<file path="config.mk">
export PLATFORM = sky130hd
export DESIGN_NAME = rs_unit_flat
export DESIGN_NICKNAME = d
export VERILOG_FILES = /design/src/rtl/rs_pkg.sv /design/src/rtl/rs_if.sv /design/src/rtl/rs_age_matrix.sv /design/src/rtl/rs_unit.sv /design/src/flat_wrapper.sv
export SDC_FILE = /design/constraint.sdc
export NUM_CORES = 1
export LEC_CHECK = 0
export CORE_ASPECT_RATIO = 1.2
export CORE_MARGIN = 2
export CORE_UTILIZATION = 35
export CTS_CLUSTER_DIAMETER = 60
export DETAILED_ROUTE_END_ITERATION = 16
export GPL_ROUTABILITY_DRIVEN = 0
export SLEW_MARGIN = 5
export SYNTH_ARGS = -nofsm -noshare
export SYNTH_HDL_FRONTEND = slang
export SYNTH_SLANG_ARGS = --single-unit
</file>
<file path="constraint.sdc">
create_clock -name clk -period 9.1 [get_ports clk]
set_input_delay 1.82 -clock clk [delete_from_list [all_inputs] [get_ports clk]]
set_output_delay 1.82 -clock clk [all_outputs]
set_load 0.01 [all_outputs]
</file>
<file path="src/rtl/rs_pkg.sv">
// Shared definitions for the reservation stations: tag constants and entry states.
package rs_pkg;

  // Tag 0 marks an operand whose value is already present.
  localparam int unsigned NOTAG = 0;

  // Tags owned by each functional-unit station.
  localparam int unsigned ADD_1 = 1;
  localparam int unsigned ADD_2 = 2;
  localparam int unsigned ADD_3 = 3;
  localparam int unsigned MUL_1 = 4;
  localparam int unsigned MUL_2 = 5;
  localparam int unsigned LD_1  = 6;
  localparam int unsigned LD_2  = 7;
  localparam int unsigned ST_1  = 8;
  localparam int unsigned ST_2  = 9;

  typedef enum logic [1:0] {
    FREE,
    WAIT,
    READY,
    ISSUED
  } entry_state_e;

endpackage

</file>
<file path="src/rtl/rs_if.sv">
// Dispatch, CDB and functional-unit handshake bundle of a reservation station.
interface rs_if #(
  parameter int unsigned DATA_W = 64,
  parameter int unsigned TAG_W  = 4,
  parameter int unsigned ROB_W  = 2
);
  logic              disp_valid;
  logic              disp_ready;
  logic [TAG_W-1:0]  disp_tag1;
  logic [TAG_W-1:0]  disp_tag2;
  logic [DATA_W-1:0] disp_op1;
  logic [DATA_W-1:0] disp_op2;
  logic [ROB_W-1:0]  disp_rob;
  logic [TAG_W-1:0]  alloc_tag;

  logic              cdb_valid;
  logic [TAG_W-1:0]  cdb_tag;
  logic [DATA_W-1:0] cdb_data;

  logic              fu_valid;
  logic              fu_ready;
  logic [DATA_W-1:0] fu_a;
  logic [DATA_W-1:0] fu_b;
  logic [TAG_W-1:0]  fu_tag;
  logic [ROB_W-1:0]  fu_rob;

  // Dispatcher / CDB / functional-unit side.
  modport master (
    output disp_valid, disp_tag1, disp_tag2, disp_op1, disp_op2, disp_rob,
    output cdb_valid, cdb_tag, cdb_data, fu_ready,
    input  disp_ready, alloc_tag, fu_valid, fu_a, fu_b, fu_tag, fu_rob
  );

  // Reservation-station side.
  modport slave (
    input  disp_valid, disp_tag1, disp_tag2, disp_op1, disp_op2, disp_rob,
    input  cdb_valid, cdb_tag, cdb_data, fu_ready,
    output disp_ready, alloc_tag, fu_valid, fu_a, fu_b, fu_tag, fu_rob
  );
endinterface

</file>
<file path="src/rtl/rs_age_matrix.sv">
// Allocation-order tracker: returns the oldest entry among those marked ready.
module rs_age_matrix #(
  parameter int unsigned DEPTH = 2
) (
  input  logic             clk,
  input  logic             rst,
  input  logic [DEPTH-1:0] alloc,
  input  logic [DEPTH-1:0] free,
  input  logic [DEPTH-1:0] ready,
  output logic [DEPTH-1:0] oldest
);

  // older[j][i] set means entry j was allocated before entry i.
  logic [DEPTH-1:0] older [DEPTH];
  logic [DEPTH-1:0] blocked;

  // New entry is younger than all others; freed entries drop out of every relation.
  // Stale bits in rows of free entries are cleared when that entry is next allocated.
  always_ff @(posedge clk) begin
    if (rst) begin
      for (int unsigned j = 0; j < DEPTH; j++) older[j] <= '0;
    end else begin
      for (int unsigned j = 0; j < DEPTH; j++) begin
        for (int unsigned i = 0; i < DEPTH; i++) begin
          if (free[j] || free[i])       older[j][i] <= 1'b0;
          else if (alloc[i] && j != i)  older[j][i] <= 1'b1;
          else if (alloc[j])            older[j][i] <= 1'b0;
        end
      end
    end
  end

  // A ready entry wins unless some other ready entry is older.
  always_comb begin
    blocked = '0;
    for (int unsigned i = 0; i < DEPTH; i++) begin
      for (int unsigned j = 0; j < DEPTH; j++) begin
        if (j != i && ready[j] && older[j][i]) blocked[i] = 1'b1;
      end
    end
    oldest = ready & ~blocked;
  end

endmodule

</file>
<file path="src/rtl/rs_unit.sv">
// Parametrised Tomasulo reservation station for one functional-unit class.
module rs_unit
  import rs_pkg::*;
#(
  parameter int unsigned DEPTH    = 2,
  parameter int unsigned DATA_W   = 64,
  parameter int unsigned TAG_W    = 4,
  parameter int unsigned ROB_W    = 2,
  parameter int unsigned BASE_TAG = 4
) (
  input  logic                         clk,
  input  logic                         rst,
  input  logic                         flush,
  rs_if.slave                          bus,
  output logic                         busy,
  output logic [$clog2(DEPTH+1)-1:0]   count
);

  localparam int unsigned CNT_W = $clog2(DEPTH+1);
  localparam logic [TAG_W-1:0] NT = TAG_W'(NOTAG);

  entry_state_e      st    [DEPTH];
  entry_state_e      st_n  [DEPTH];
  logic [TAG_W-1:0]  t1    [DEPTH];
  logic [TAG_W-1:0]  t1_n  [DEPTH];
  logic [TAG_W-1:0]  t2    [DEPTH];
  logic [TAG_W-1:0]  t2_n  [DEPTH];
  logic [DATA_W-1:0] o1    [DEPTH];
  logic [DATA_W-1:0] o1_n  [DEPTH];
  logic [DATA_W-1:0] o2    [DEPTH];
  logic [DATA_W-1:0] o2_n  [DEPTH];
  logic [ROB_W-1:0]  rob   [DEPTH];
  logic [ROB_W-1:0]  rob_n [DEPTH];

  logic [DEPTH-1:0] free_vec, ready_vec, alloc_oh, free_hit, sel;
  logic [DEPTH-1:0] age_alloc, age_free;
  logic             do_disp, do_issue;

  function automatic logic [TAG_W-1:0] own_tag(input int unsigned i);
    return TAG_W'(BASE_TAG + i);
  endfunction

  function automatic logic cdb_match(input logic v, input logic [TAG_W-1:0] ct,
                                     input logic [TAG_W-1:0] t);
    return v && (t != NT) && (ct == t);
  endfunction

  // Per-entry status masks and the lowest-index free slot for the next dispatch.
  always_comb begin
    free_vec  = '0;
    ready_vec = '0;
    free_hit  = '0;
    alloc_oh  = '0;
    bus.alloc_tag = NT;
    for (int unsigned i = 0; i < DEPTH; i++) begin
      free_vec[i]  = (st[i] == FREE);
      ready_vec[i] = (st[i] == READY);
      free_hit[i]  = (st[i] == ISSUED) && bus.cdb_valid && (bus.cdb_tag == own_tag(i));
      if (free_vec[i] && alloc_oh == '0) begin
        alloc_oh[i]   = 1'b1;
        bus.alloc_tag = own_tag(i);
      end
    end
  end

  assign bus.disp_ready = |free_vec;
  assign busy           = ~|free_vec;
  assign do_disp        = bus.disp_valid && (|free_vec) && !flush;
  assign bus.fu_valid   = |ready_vec;
  assign do_issue       = bus.fu_valid && bus.fu_ready;

  // Flush reuses the free path to wipe every age relation at once.
  assign age_alloc = do_disp ? alloc_oh : '0;
  assign age_free  = flush ? '1 : free_hit;

  rs_age_matrix #(.DEPTH(DEPTH)) u_age (
    .clk    (clk),
    .rst    (rst),
    .alloc  (age_alloc),
    .free   (age_free),
    .ready  (ready_vec),
    .oldest (sel)
  );

  // Issue payload from the selected entry; all zero when nothing is ready.
  always_comb begin
    bus.fu_a   = '0;
    bus.fu_b   = '0;
    bus.fu_tag = NT;
    bus.fu_rob = '0;
    for (int unsigned i = 0; i < DEPTH; i++) begin
      if (sel[i]) begin
        bus.fu_a   = o1[i];
        bus.fu_b   = o2[i];
        bus.fu_tag = own_tag(i);
        bus.fu_rob = rob[i];
      end
    end
  end

  // Entry next state: dispatch capture with CDB bypass, wakeup, issue and free.
  always_comb begin
    st_n  = st;
    t1_n  = t1;
    t2_n  = t2;
    o1_n  = o1;
    o2_n  = o2;
    rob_n = rob;
    for (int unsigned i = 0; i < DEPTH; i++) begin
      case (st[i])
        FREE: begin
          if (do_disp && alloc_oh[i]) begin
            if (cdb_match(bus.cdb_valid, bus.cdb_tag, bus.disp_tag1)) begin
              t1_n[i] = NT;
              o1_n[i] = bus.cdb_data;
            end else begin
              t1_n[i] = bus.disp_tag1;
              o1_n[i] = bus.disp_op1;
            end
            if (cdb_match(bus.cdb_valid, bus.cdb_tag, bus.disp_tag2)) begin
              t2_n[i] = NT;
              o2_n[i] = bus.cdb_data;
            end else begin
              t2_n[i] = bus.disp_tag2;
              o2_n[i] = bus.disp_op2;
            end
            rob_n[i] = bus.disp_rob;
            st_n[i]  = (t1_n[i] == NT && t2_n[i] == NT) ? READY : WAIT;
          end
        end
        WAIT: begin
          if (cdb_match(bus.cdb_valid, bus.cdb_tag, t1[i])) begin
            t1_n[i] = NT;
            o1_n[i] = bus.cdb_data;
          end
          if (cdb_match(bus.cdb_valid, bus.cdb_tag, t2[i])) begin
            t2_n[i] = NT;
            o2_n[i] = bus.cdb_data;
          end
          st_n[i] = (t1_n[i] == NT && t2_n[i] == NT) ? READY : WAIT;
        end
        READY: begin
          if (do_issue && sel[i]) st_n[i] = ISSUED;
        end
        ISSUED: begin
          if (free_hit[i]) st_n[i] = FREE;
        end
      endcase
    end
  end

  // Entry states and occupancy count; rst and flush both empty the station.
  always_ff @(posedge clk) begin
    if (rst || flush) begin
      for (int unsigned i = 0; i < DEPTH; i++) st[i] <= FREE;
      count <= '0;
    end else begin
      st    <= st_n;
      count <= count + CNT_W'(do_disp) - CNT_W'(|free_hit);
    end
  end

  // Entry payload; only meaningful while the entry is not FREE.
  always_ff @(posedge clk) begin
    t1  <= t1_n;
    t2  <= t2_n;
    o1  <= o1_n;
    o2  <= o2_n;
    rob <= rob_n;
  end

endmodule
</file>
<file path="src/flat_wrapper.sv">
// flat-port wrapper written by rule: the top's interface ports become plain ports
module rs_unit_flat import rs_pkg::*;
#(
  parameter int unsigned DEPTH    = 2,
  parameter int unsigned DATA_W   = 64,
  parameter int unsigned TAG_W    = 4,
  parameter int unsigned ROB_W    = 2,
  parameter int unsigned BASE_TAG = 4
)
  (clk, rst, flush, busy, count, bus_disp_valid, bus_disp_tag1, bus_disp_tag2, bus_disp_op1, bus_disp_op2, bus_disp_rob, bus_cdb_valid, bus_cdb_tag, bus_cdb_data, bus_fu_ready, bus_disp_ready, bus_alloc_tag, bus_fu_valid, bus_fu_a, bus_fu_b, bus_fu_tag, bus_fu_rob);
  rs_if #(.DATA_W(DATA_W), .TAG_W(TAG_W), .ROB_W(ROB_W)) bus_i ();
  input  logic clk;
  input  logic rst;
  input  logic flush;
  output logic busy;
  output logic [$clog2(DEPTH+1)-1:0] count;
  input wire logic [$bits(bus_i.disp_valid)-1:0] bus_disp_valid;
  input wire logic [$bits(bus_i.disp_tag1)-1:0] bus_disp_tag1;
  input wire logic [$bits(bus_i.disp_tag2)-1:0] bus_disp_tag2;
  input wire logic [$bits(bus_i.disp_op1)-1:0] bus_disp_op1;
  input wire logic [$bits(bus_i.disp_op2)-1:0] bus_disp_op2;
  input wire logic [$bits(bus_i.disp_rob)-1:0] bus_disp_rob;
  input wire logic [$bits(bus_i.cdb_valid)-1:0] bus_cdb_valid;
  input wire logic [$bits(bus_i.cdb_tag)-1:0] bus_cdb_tag;
  input wire logic [$bits(bus_i.cdb_data)-1:0] bus_cdb_data;
  input wire logic [$bits(bus_i.fu_ready)-1:0] bus_fu_ready;
  output wire logic [$bits(bus_i.disp_ready)-1:0] bus_disp_ready;
  output wire logic [$bits(bus_i.alloc_tag)-1:0] bus_alloc_tag;
  output wire logic [$bits(bus_i.fu_valid)-1:0] bus_fu_valid;
  output wire logic [$bits(bus_i.fu_a)-1:0] bus_fu_a;
  output wire logic [$bits(bus_i.fu_b)-1:0] bus_fu_b;
  output wire logic [$bits(bus_i.fu_tag)-1:0] bus_fu_tag;
  output wire logic [$bits(bus_i.fu_rob)-1:0] bus_fu_rob;
  assign bus_i.disp_valid = bus_disp_valid;
  assign bus_i.disp_tag1 = bus_disp_tag1;
  assign bus_i.disp_tag2 = bus_disp_tag2;
  assign bus_i.disp_op1 = bus_disp_op1;
  assign bus_i.disp_op2 = bus_disp_op2;
  assign bus_i.disp_rob = bus_disp_rob;
  assign bus_i.cdb_valid = bus_cdb_valid;
  assign bus_i.cdb_tag = bus_cdb_tag;
  assign bus_i.cdb_data = bus_cdb_data;
  assign bus_i.fu_ready = bus_fu_ready;
  assign bus_disp_ready = bus_i.disp_ready;
  assign bus_alloc_tag = bus_i.alloc_tag;
  assign bus_fu_valid = bus_i.fu_valid;
  assign bus_fu_a = bus_i.fu_a;
  assign bus_fu_b = bus_i.fu_b;
  assign bus_fu_tag = bus_i.fu_tag;
  assign bus_fu_rob = bus_i.fu_rob;
  rs_unit #(.DEPTH(DEPTH), .DATA_W(DATA_W), .TAG_W(TAG_W), .ROB_W(ROB_W), .BASE_TAG(BASE_TAG)) u_core (.clk(clk), .rst(rst), .flush(flush), .bus(bus_i), .busy(busy), .count(count));
endmodule
</file>
==> results.ini <==
[sta]
period_minus_slack_ns = 5.74
hold_viol_final = 0
clock_skew_ns = 0.0179
fin_hold_ws_ns = 0.613
max_freq_ghz = 0.174
setup_violations = 0
rsz0062_at_grt = false
min_period_over_period_pct = 63.1
maxSlewHeadroom_pct = 27.2
slew_violations = 0
fin_tns_setup_ns = 0
tightest_slew_ns = 1.09

[routing]
ant_nets = 0
drt_first_pass_iters = 5
via_per_inst = 5.20
post_drt_wl_per_cell_um = 22.6
num_vias = 9446
wirelength_um = 41100
remaining_drc_errors = 0
drt-initial-drc-count = 526

[synth]
synthCells = 933
syn_area_um2 = 14100
synth_compound_area_share_pct = 10.6
synth_ff_type = edfxtp_1
synth_top_family_by_area = multiplexers
yosys_register_bits = 284
synthSimpleGateAreaFrac_pct = 3.47
synth_edf_count = 278
synth_area_leader_cell = edfxtp_1
muxShareOfSynthArea_pct = 21.5
synthAdderAreaFrac_pct = 0.177
synth-xor-area-share_pct = 1.30
syn_avg_cell_area_um2 = 15.1
ys_seq_area_share_pct = 59.9
netlist.area_leader.share_pct = 59.1
synthTopCellsByCount = edfxtp_1, mux2_2, a22o_1
ys_types = 52
synth.area.top_cells = edfxtp_1, mux2_2, a22o_1
ys_warn_count = 0
synthArstFlopShare_pct = 0
yosysMostFrequentCell = edfxtp_1

[clock_tree]
cts_buffer_depth = 3
cts_tree = done
cts_hold_buf = 0
htreeDepth = 1
cts_buffers = 31
cts-root-buf = clkbuf_16
clk_latency_ns = 0.57
path_clk_slew_ns = 0.06
post-cts-setup-buffer-count = 0
clock-sinks = 284
cts_resized = 0

[pwr]
ir_worst_vdd_mv = 0.128
p_per_area_nw_per_um2 = 159
finalPower_uw = 3030
p_leak_uw = 0.00648

[place]
hpwl_um = 26600
port_buffers = 350
dpl-instance-area_um2 = 18100
dp.cells = 1759

[floorplanning]
io_pins = 355
die_height_um = 224
coreArea_um2 = 39800
die-area_um2 = 42000
dieWidth_um = 187
initial_core_util_pct = 35.5
rows = 80

[grt]
grt_antenna_before_repair = 6
grt_pass1_wl_um = 60200
grt-ovfl-total = 0
grtUsageTotal_pct = 18.8
grt_max_degree = 75
grt_pass1_vias = 9736

[outcome]
status = finished, final reports clean

[setup_path]
critical_path_arrival_ns = 3.92
r2r_cells = 7
critPathRequiredTime_ns = 7.28
cpPeakStageDelay_ns = 0.83
critPathKind = flop to output port
slowest_stage = buf_4
cp-end-kind = output port
cp-start-kind = flop
crit_path_max_fanout = 74
path_cells = nor2b_1 -> and2_4 -> buf_4 -> a22o_1 -> clkdlybuf4s50_1

[job]
cap_violations = 0

[min_path]
worstHoldPathCells = 2
min_path_type = flop to flop

[final_layout]
multiInputGateArea_um2 = 5320
fin_cells = 1818
syn_to_final_growth_pct = 34.6
fillers = 3584
layout.area.seq_um2 = 8470
final_nets = 1473
drive_gt1_share_pct = 25.3
stdcell_area_um2 = 19000

==> placed cells by master, fill, tap and decap left out, drive strengths merged, types with 3 or more instances in the layout <==
master           n
clkdlybuf4s50  350
edfxtp         278
mux2           256
a22o           132
nand2           35
clkbuf          32
o21ai           17
inv             16
xnor2           15
clkinv          15
nor3            13
nor2            13
buf             11
a21oi            9
nand3            8
diode            7
xor2             6
nand2b           6
dfxtp            6
or2              5
and2             5
nor2b            4
conb             4
a21boi           4
or3              3
==> logic make-up after synthesis <==
| logic type | Yosys count |
|---|---|
| buffers and inverters | 85 |
| AO/OA/AOI/OAI | 184 |
| flip-flops | 284 |
| XOR/XNOR | 21 |
| AND/OR/NAND/NOR | 99 |
| adder cells (fa/ha/maj) | 2 |
| multiplexers | 257 |
| other | 1 |
==> layer usage <==
layer	wire [um]	share of wire (%)	up-vias	global-route usage, %
met3	2240	5.4	59	3.37
met5	0	0	-	0
met2	21500	52	319	34.0
met4	1160	2.8	0	7.16
li1	-	-	4347	-
met1	16200	39	4721	22.1
==> final cells by class <==
| cell class | instances | area share (%) |
|---|---|---|
| well taps | 533 | 3.51 |
| repair buffers | 361 | 18.9 |
| diodes | 7 | 0.0921 |
| multi-input cells | 567 | 28.0 |
| inverters | 14 | 0.276 |
| clock inverters | 20 | 0.665 |
| clock buffers | 32 | 4.10 |
| flip-flops and latches | 284 | 44.5 |
==> registers in the layout (all words and copies together) (netlist names) <==
name                flops
u_core.rob              4
u_core.count            2
u_core.u_age.older      2
u_core.t1               8
u_core.t2               8
u_core.o1             128
u_core.st               4
u_core.o2             128
==> worst max-delay path, delay by kind of cell, from the launching register on <==
kind | cells | cell delay, ns
compound gates | 1 | 0.33
buf+inv | 2 | 1.39
flops | 1 | 0.49
simple gates | 2 | 1.09
==> report_power, final <==
group | internal, uW | switching [uW] | leakage [uW] | total, uW
combinational | 201 | 154 | 0.00342 | 355
clock | 643 | 511 | 0.000444 | 1150
sequential | 1510 | 15.3 | 0.00261 | 1520
total | 2350 | 681 | 0.00648 | 3030
==> metrics by stage <==
stage	setup WS (ns)	utilization, %
after floorplan	1.28	-
after global placement	3.80	45.4
after detailed placement	3.75	45.4
after CTS	3.26	47.7
after global routing	3.15	47.7
final	3.36	47.7
==> path summary, 6_finish.rpt <==
kind | slack [ns] | startpoint | end
min reg2reg | 0.61 | u_core.st[1]$_SDFFE_PP0P_ | u_core.st[1]$_SDFFE_PP0P_
max reg2reg | 5.90 | u_core.st[2]$_SDFFE_PP0P_ | u_core.o2[58]$_DFFE_PP_
max | 3.36 | u_core.st[1]$_SDFFE_PP0P_ | bus_fu_a[13]
min | 0.61 | u_core.st[1]$_SDFFE_PP0P_ | u_core.st[1]$_SDFFE_PP0P_
No activity file was read; power rests on OpenSTA's default activity.
